## src/rtl/pipe_elastic_reg.sv

```systemverilog
// pipe_elastic_reg -- DEPTH-stage elastic pipeline register with flush and hold.
//
// Stage 0 is the input side and stage DEPTH-1 the output side. Each stage
// advances whenever it is empty or the stage below it can advance. This
// collapses bubbles even while the consumer stalls. in_ready depends only on
// stage state, out_ready and hold_i, so there is no path from in_valid or
// in_data to in_ready.
//
// Parameters:
//   DW       payload width (1..64)
//   DEPTH    number of register stages (1..8)
//   SET_DATA data loaded into every stage on reset and flush (NOP encoding)
//
// Ports:
//   clk, rst                       clock, synchronous active-high reset
//   flush_i                        drop every stage, reload SET_DATA
//   hold_i                         freeze every stage; in_ready and out_valid are forced to 0
//   in_valid/in_ready/in_data      upstream handshake
//   out_valid/out_ready/out_data   downstream handshake
//   occ_o                          number of valid stages (registered)
//   stall_cnt_o                    saturating count of output stall cycles,
//                                  present only when PIPE_ELASTIC_STATS_EN is defined
//
// Priority: rst > flush_i > hold_i > normal advance.

module pipe_elastic_reg #(
    parameter int              DW       = 32,
    parameter int              DEPTH    = 2,
    parameter logic [DW-1:0]   SET_DATA = DW'(32'h0000_0013)
) (
    input  logic                         clk,
    input  logic                         rst,
    input  logic                         flush_i,
    input  logic                         hold_i,
    input  logic                         in_valid,
    output logic                         in_ready,
    input  logic [DW-1:0]                in_data,
    output logic                         out_valid,
    input  logic                         out_ready,
    output logic [DW-1:0]                out_data,
    output logic [$clog2(DEPTH+1)-1:0]   occ_o
`ifdef PIPE_ELASTIC_STATS_EN
    ,
    output logic [31:0]                  stall_cnt_o
`endif
);

    localparam int OW = $clog2(DEPTH+1);

    logic [DEPTH-1:0] v;
    logic [DW-1:0]    d [DEPTH];
    logic [DEPTH:0]   rdy;
    logic [DEPTH-1:0] v_n;
    logic [OW-1:0]    occ_n;
    logic             acc;

    // Advance chain. The running OR keeps the chain free of a
    // self-referencing vector.
    always_comb begin
        acc        = out_ready & ~hold_i;
        rdy[DEPTH] = acc;
        for (int k = DEPTH-1; k >= 0; k--) begin
            acc    = acc | ~v[k];
            rdy[k] = acc;
        end
    end

    assign in_ready  = rdy[0] & ~hold_i;
    assign out_valid = v[DEPTH-1] & ~hold_i;
    assign out_data  = d[DEPTH-1];

    // Next valid bits and occupancy. Hold does not need to be handled here
    // because the register block ignores these values during hold.
    always_comb begin
        v_n = v;
        if (rdy[0])
            v_n[0] = in_valid;
        for (int k = 1; k < DEPTH; k++) begin
            if (rdy[k])
                v_n[k] = v[k-1];
        end
        occ_n = '0;
        for (int k = 0; k < DEPTH; k++)
            occ_n = occ_n + OW'(v_n[k]);
    end

    always_ff @(posedge clk) begin
        if (rst || flush_i) begin
            v     <= '0;
            occ_o <= '0;
            for (int k = 0; k < DEPTH; k++)
                d[k] <= SET_DATA;
        end else if (!hold_i) begin
            v     <= v_n;
            occ_o <= occ_n;
            // Data moves only with a valid word. A bubble leaves the old data
            // in place, so the data registers do not toggle on bubbles.
            if (rdy[0] && in_valid)
                d[0] <= in_data;
            for (int k = 1; k < DEPTH; k++) begin
                if (rdy[k] && v[k-1])
                    d[k] <= d[k-1];
            end
        end
    end

`ifdef PIPE_ELASTIC_STATS_EN
    // Counts cycles where the output holds a word that the consumer refuses.
    // Hold cycles are not counted. Flush does not clear the counter.
    always_ff @(posedge clk) begin
        if (rst)
            stall_cnt_o <= '0;
        else if (v[DEPTH-1] && !out_ready && !hold_i && stall_cnt_o != 32'hFFFF_FFFF)
            stall_cnt_o <= stall_cnt_o + 32'd1;
    end
`endif

endmodule

```

## config.mk

```make
export PLATFORM = sky130hd
export DESIGN_NAME = pipe_elastic_reg
export DESIGN_NICKNAME = d
export VERILOG_FILES = /design/src/rtl/pipe_elastic_reg.sv
export SDC_FILE = /design/constraint.sdc
export NUM_CORES = 1
export LEC_CHECK = 0
export CAP_MARGIN = 15
export CORE_MARGIN = 1
export CORE_UTILIZATION = 45
export CTS_BUF_LIST = sky130_fd_sc_hd__clkbuf_8
export DETAILED_ROUTE_END_ITERATION = 7
export PLACE_DENSITY_LB_ADDON = 0.1
export SLEW_MARGIN = 20
export SYNTH_ARGS = -nofsm -noshare
export SYNTH_HDL_FRONTEND = slang
export SYNTH_SLANG_ARGS = --single-unit
```

## constraint.sdc

```tcl
create_clock -name clk -period 5.57 [get_ports clk]
set_input_delay 1.3925 -clock clk [delete_from_list [all_inputs] [get_ports clk]]
set_output_delay 1.3925 -clock clk [all_outputs]
set_load 0.02 [all_outputs]
```

# Word-level counts from Yosys, hierarchy flattened
# Memory sizes are Yosys's and may differ from the RTL's.
# Cells that the tools add are included.
[totals] reg_bits=4 ram_bits=64 inputBits=38 output_inout_bits=36 memories=1
[op_classes] add_sub_neg=1 muxes=14 bitwise=10 n_reduce_logical=3
[mem_list] memory="d" words=2 word_bits=32 rd=2 rd_clocked_by_memory_dff=0 wr=2 line="51" text="logic [DW-1:0] d [DEPTH];"
[ops] op="32-bit 2-to-1 mux" n=2
[ops] op="1-bit 2-to-1 mux" n=12
[ops] op="1-bit OR" n=4
[ops] op="1-bit AND" n=3
[ops] op="1-bit inverter" n=3
[ops] op="1-bit by 1-bit adder with 2-bit output" n=1
[ops] op="1-bit logical AND" n=2
[ops] op="1-bit logical OR" n=1

# Depth between registers and ports, before layout
# Gate-level depths: netlist of the first run.
[depth] word_depth=10 ltp_mapped=6 mapped_depth_nobuf=6

# Least setup slack after synthesis of the first run
# OpenSTA, ideal clock, no wires.
[synth_path] path_kind="input -> register" startpoint="input port hold_i" endpoint="memory d[0][0], enable pin" setup_ns=0.466 t_arrival_ns=4.071 path_slack_ns=1.033 cell_stages=3 path_buffers=1 cell_sequence="clkbuf_1 nand2b_1 o21ai_0"
[synth_rtl] item="start, declared" line="34" text="input logic hold_i,"
[synth_rtl] item="end, declared" line="51"

# Worst setup path after layout of the first run
[layout_path] startpoint="input port out_ready" endpoint="output port in_ready"
[layout_between] elab_chain_len=4
[layout_rtl] item="start, declared" line="39" text="input logic out_ready,"
[layout_rtl] item="1-bit AND" line="60" text="acc = out_ready & ~hold_i;"
[layout_rtl] item="1-bit OR (2 in a row)" line="63" text="acc = acc | ~v[k];"
[layout_rtl] item="1-bit AND" line="68" text="assign in_ready = rdy[0] & ~hold_i;"
[layout_rtl] item="end, declared" line="36" text="output logic in_ready,"
# Every way passes these cells.

==> qor.yml, run 1 <==
logic_synthesis:
  synth.avg_cell_area_um2: 14.5
  synth_area_leader_cell: "edfxtp_1"
  synth_seq_area_share_pct: 70.4
  synthDominantCellAreaShare_pct: 67.5
  yosysWarnings: 0
  synth_area_mm2: 0.00285
  syn_nets: 235
  synth_seq_cells: 68
  syn_inst: 196
  netlist_top_cells_area: "edfxtp_1 (68%), and2_1 (13%), buf_4 (8.4%), dfxtp_1 (2.8%), clkbuf_2 (1.1%)"
  yosys.cell_types.count: 20
clocking:
  cts_root_buffer: "clkbuf_8"
  post_cts_buffers: 0
  cts.clk_slew.worst_paths_ps: 70
  clk_latency_ps: 330
  cts_hold_buffers: 0
  htree_levels: 3
  cts_resized: 0
  cts_buffers: 9
  cts_buffer_depth: 2
  clock-sinks: 68
  cts_tree: "yes"
drt:
  ant_nets: 0
  route.vias.total: 1420
  wl_met3_um: 235
  wl_per_cell_um: 11.7
  dr_wl_met2_um: 1880
  top_layer: "met4"
  drt_iter0_markers: 93
  viasPerCell: 4.41
  routed_wl_um: 3750
  wl_met1_um: 1530
  first_pass_iters: 4
  drc: 0
setup_path:
  cpPeakStageDelay_ps: 620
  critPathLaunch: "out_ready"
  cp-start-kind: "input port"
  cp.required_ps: 4180
  path_class: "input port to primary output"
  crit_chain: "clkdlybuf4s50_1, and3b_1, nor2_1, clkdlybuf4s50_1"
  arrival_ps: 2890
  slowest_stage: "clkdlybuf4s50_1"
  cp-end-kind: "primary output"
  worstRegToRegCells: 4
  cp_max_fo: 3
  crit_top_cell: "clkdlybuf4s50_1"
  rr_startpoint: "v[0]"
place:
  dp_hpwl_um: 2450
  post_dp_cell_area_mm2: 0.00343
  port_buffers: 73
  gp_congestion: 0.748
global_route:
  grt_antenna_before_repair: 0
  grt_start_max_net_pins: 65
  grt_use_total_pct: 13.2
  grt_pass1_wl_um: 6140
  grt_pass1_vias: 1352
  grt_overflow: 0
power_and_ir_drop:
  pwr-share-seq_pct: 53.9
  p_clk_share_pct: 38.2
  swShare_pct: 19.7
  pwr-share-comb_pct: 8.0
  ir_worst_vdd_mv: 0.164
  switchingPower_w: 0.000215
  p_int_w: 0.000877
  p_per_area_mw_per_mm2: 300
  p_leak_nw: 1.37
finish:
  drive_gt1_share_pct: 7.29
  postLayoutCoreUtil_pct: 60.3
  area_growth_syn_to_layout_pct: 27.7
  stdcell_area_mm2: 0.00363
  diodes: 0
  n_fill_cell: 493
  nets: 281
timing:
  period_share_pct: 76.9
  rsz0062_at_grt: "false"
  max_freq_ghz: 0.234
  skew_ps: 7.75
  hold_viol: 0
  slew_violations: 0
  worst_pin_slew_ps: 980
  setup_viol: 0
  fin_setup_tns_ps: 0
  period_minus_slack_ps: 4280
  maxSlewHeadroom_pct: 34.4
floorplan:
  rows: 28
  pin_count: 74
  core-area_mm2: 0.00603
  start_util_pct: 47.2
  die_area_mm2: 0.00664
  die_w_um: 81.5
  die_h_um: 81.5
min_path:
  hp-start: "d[0][0]"
  hold_path.class: "flip-flop to flip-flop"
  whs_path_depth: 1
flow_run:
  maxCapViolations: 0
run_status:
  outcome: "complete, no violations"
-- power groups by stage --
stage	combinational (W)	sequential [W]	clock (W)
5_1_grt	0.0000935	0.000590	0.000453
6_report	0.0000868	0.000588	0.000417
3_3_place_gp	0.0000874	0.000598	0
2_1_floorplan	0.0000491	0.000599	0
3_5_place_dp	0.0000880	0.000599	0
4_1_cts	0.0000882	0.000588	0.000426
-- registers in the layout (all words and copies together), names as in the netlist --
signal and count:
occ_o 2, d 64, v 2
-- worst max-delay path, delay by kind of cell --
family,cells,cell delay (ps)
buffers and inverters,2,1120
and+or+nand+nor,2,370
-- stage by stage --
stage,cells,hold WS [ps],total power [W],worst slack [ps]
finish,322,507,0.00109,1290
detailed placement,306,488,0.000687,1280
floorplan,196,475,0.000648,1030
global route,322,537,0.00114,1250
CTS,322,509,0.00110,1280
global placement,306,478,0.000686,1330
-- cells in the mapped netlist, drive strengths merged --
library cell	number
a21oi	2
buf	32
and3b	1
and2	58
ha	1
nand2b	4
nor4	1
or2b	4
edfxtp	64
mux2i	2
dfxtp	4
or2	1
nor2b	2
o21ai	4
clkbuf	7
nand2	1
o21bai	1
nor2	5
inv	2
-- logic make-up after synthesis --
group | synth area share (%)
buffers and inverters | 9.89
flip-flops | 70.4
adder cells (fa/ha/maj) | 0.440
AO/OA/AOI/OAI | 1.32
AND/OR/NAND/NOR | 17.3
multiplexers | 0.704
-- per-layer routing --
layer	vias to the layer above	GRT usage (%)
met1	640	15.2
met2	46	20.9
met3	10	4.00
li1	724	-
met5	-	0
met4	0	9.64
-- worst paths after layout --
| path | endpoint | slack, ps |
|---|---|---|
| min reg2reg | d[0][32] | 510 |
| min | d[0][32] | 510 |
| max reg2reg | d[0][1] | 3780 |
| max | in_ready | 1290 |
-- placed cells by master, fill, tap and decap left out, drive strengths merged, types with 4 or more instances in the layout --
cell            n
clkdlybuf4s50  73
edfxtp         64
and2           58
clkbuf          9
nor2            5
inv             4
nand2b          4
or2b            4
dfxtp           4
o21ai           4
-- area by class of cell --
| cell class | count | area (um2) | area share (%) |
|---|---|---|---|
| multi-input cells | 87 | 584 | 16.1 |
| flip-flops and latches | 68 | 2000 | 55.1 |
| repair buffers | 74 | 738 | 20.3 |
| clock buffers | 9 | 124 | 3.41 |
| inverters | 2 | 7.51 | 0.207 |
| clock inverters | 7 | 83.8 | 2.31 |
| well taps | 75 | 93.8 | 2.58 |
Power figures use the tool's default switching activity.
==> run 2: changes to the inputs <==
==> constraint.sdc (replaced) <==
create_clock -name clk -period 3.5 [get_ports clk]
set_input_delay 0.875 -clock clk [delete_from_list [all_inputs] [get_ports clk]]
set_output_delay 0.875 -clock clk [all_outputs]
set_load 0.02 [all_outputs]
==> run 2 against run 1 <==
First-iteration DRC count grew 22%; final area grew 1.3%; final cell count grew 0.93%; highest routed layer unchanged; wire length grew 8.5%.
==> qor.yml, run 2 (synthesis gave the netlist of run 1 again) <==
finish:
  multi_input_area_um2: 584  # unchanged
  diodes: 0  # unchanged
  drive_gt1_share_pct: 8.80  # +1.5 points
  final_cell_mix: "clkdlybuf4s50_1 (73), edfxtp_1 (64), and2_1 (58)"
  regArea_mm2: 0.00200  # unchanged
  nets: 284  # +1.1%
  area_growth_syn_to_layout_pct: 29.3
  final_common_cell: "clkdlybuf4s50_1"
  registers.top_by_ff_count: "d"
  largest_register_ff_count: 64  # unchanged
  n_fill_cell: 485  # -1.6%
  reg.largest.list: "d: 64 flops, occ_o: 2 flops, v: 2 flops"
clocking:
  clock-sinks: 68  # unchanged
  cts.clk_slew.worst_paths_ps: 60  # about the same
  cts_root_buffer: "clkbuf_8"
  cts_buffer_depth: 2  # unchanged
  cts_resized: 0  # unchanged
  htree_levels: 3  # unchanged
  cts_tree: "yes"
  clk_latency_ps: 330  # about the same
  cts_buffers: 9  # unchanged
  cts_hold_buffers: 0  # unchanged
  post_cts_buffers: 0  # unchanged
setup_path:
  cp-end-kind: "primary output"
  cp.required_ps: 2620  # -1560 ps
  cp_max_fo: 3  # unchanged
  arrival_ps: 2410  # -480 ps
  crit_top_cell: "clkdlybuf4s50_1"
  cpPeakStageDelay_ps: 640  # +20 ps
  path_class: "input port to primary output"
  crit_chain: "clkdlybuf4s50_1, and3b_1, nor2_1, clkdlybuf4s50_1"
  cp-start-kind: "input port"
  slowest_stage: "clkdlybuf4s50_1"
global_route:
  grt_antenna_before_repair: 0  # unchanged
  grt_start_max_net_pins: 65  # unchanged
  grt_pass1_vias: 1332  # -1.5%
  grt_use_total_pct: 13.9  # +0.69 points
  grt_overflow: 0  # unchanged
  grt_pass1_wl_um: 6370  # +3.7%
timing:
  skew_ps: 3.90  # -3.85 ps
  rsz0062_at_grt: "false"
  period_share_pct: 93.8
  slew_violations: 0  # unchanged
  worst_pin_slew_ps: 427  # -552 ps
  maxSlewHeadroom_pct: 71.4  # +37 points
  layout_setup_ws_ps: 217  # -1070 ps
  fin_setup_tns_ps: 0  # unchanged
  max_freq_ghz: 0.305
  setup_viol: 0  # unchanged
  hold_viol: 0  # unchanged
  period_minus_slack_ps: 3280
drt:
  first_pass_iters: 4  # unchanged
  route.vias.total: 1458  # +2.7%
  wl_per_cell_um: 12.5  # +7.5%
  viasPerCell: 4.49  # +1.7%
  drc: 0  # unchanged
  wl_met1_um: 1610  # +5.6%
  wl_met3_um: 265  # +13%
  ant_nets: 0  # unchanged
  dr_wl_met2_um: 2080  # +10%
  routed_wl_um: 4070  # +8.5%
  top_layer: "met4"
  drt_iter0_markers: 113  # +22%
min_path:
  hold_path.class: "flip-flop to flip-flop"
power_and_ir_drop:
  ir_worst_vdd_mv: 0.237  # +44%
  p_leak_nw: 1.40  # +1.8%
  p_per_area_mw_per_mm2: 473  # +58%
floorplan:
  die_w_um: 81.5  # unchanged
  die_area_mm2: 0.00664  # unchanged
  core-area_mm2: 0.00603  # unchanged
  rows: 28  # unchanged
  start_util_pct: 47.2  # unchanged
  die_h_um: 81.5  # unchanged
  pin_count: 74  # unchanged
place:
  dp_hpwl_um: 2740  # +12%
  gp_congestion: 0.766  # +2.3%
  dpl_worst_slack_ps: 234  # -1050 ps
  port_buffers: 73  # unchanged
run_status:
  outcome: "complete, no violations"
flow_run:
  maxCapViolations: 0  # unchanged
[run 2: cell types whose count changed in the layout (fill, tap and decap cells not counted), sizes merged]
cell | before | now
buf | 1 | 4
clkinv | 2 | 4
clkinvlp | 1 | 0
inv | 4 | 3
[run 2: metrics by stage]
step | std cells | cell area, um2 | hold slack [ps] | util [%] | power [W]
floorplan | 196 | 2850 | 475 | - | 0.00103
global placement | 309 | 3470 | 478 | 57.6 | 0.00110
detailed placement | 309 | 3470 | 488 | 57.6 | 0.00110
CTS | 325 | 3680 | 504 | 61.1 | 0.00177
global route | 325 | 3680 | 521 | 61.1 | 0.00182
finish | 325 | 3680 | 500 | 61.1 | 0.00174
[run 2: final timing paths]
| kind | startpoint | end | slack, ps | cells after the start |
|---|---|---|---|---|
| hold / removal | d[0][4] | d[0][36] | 500 | 1 |
| hold reg to reg | d[0][4] | d[0][36] | 500 | 1 |
| setup reg to reg | v[0] | d[0][0] | 1830 | 4 |
| setup / recovery | out_ready | in_ready | 220 | 4 |
[run 2: metal layers]
metal  GRT usage, %  vias up
met2           21.0       49
met5              0        -
li1               -      728
met1           16.2      671
met4           10.7        0
met3           4.89       10
[run 2: area by class of cell]
cell class                      instances  share of cell area [%]
Clock buffer                            9                    3.37
Clock inverter                          7                    2.24
Inverter                                2                   0.204
Multi-Input combinational cell         87                    15.9
Sequential cell                        68                    54.4
Tap cell                               75                    2.55
Timing Repair Buffer                   77                    21.4
[run 2: worst max-delay path: cells and delay by family]
kind | cells | cell delay [ps]
simple gates | 2 | 390
buf+inv | 2 | 1140
[run 2: report_power, final]
group,switching [W],internal [W]
clock,0.000270,0.000392
combinational,0.0000645,0.0000808
sequential,0.00000838,0.000926
==> run 3: changes to the inputs <==
--- a/config.mk
+++ b/config.mk
@@ -11,7 +11,7 @@
 export CTS_BUF_LIST = sky130_fd_sc_hd__clkbuf_8
 export DETAILED_ROUTE_END_ITERATION = 7
 export PLACE_DENSITY_LB_ADDON = 0.1
-export SLEW_MARGIN = 20
+export SLEW_MARGIN = 30
 export SYNTH_ARGS = -nofsm -noshare
 export SYNTH_HDL_FRONTEND = slang
 export SYNTH_SLANG_ARGS = --single-unit
==> results of run 3 <==
No change in the layout: final DEF, timing and power equal those of run 2.
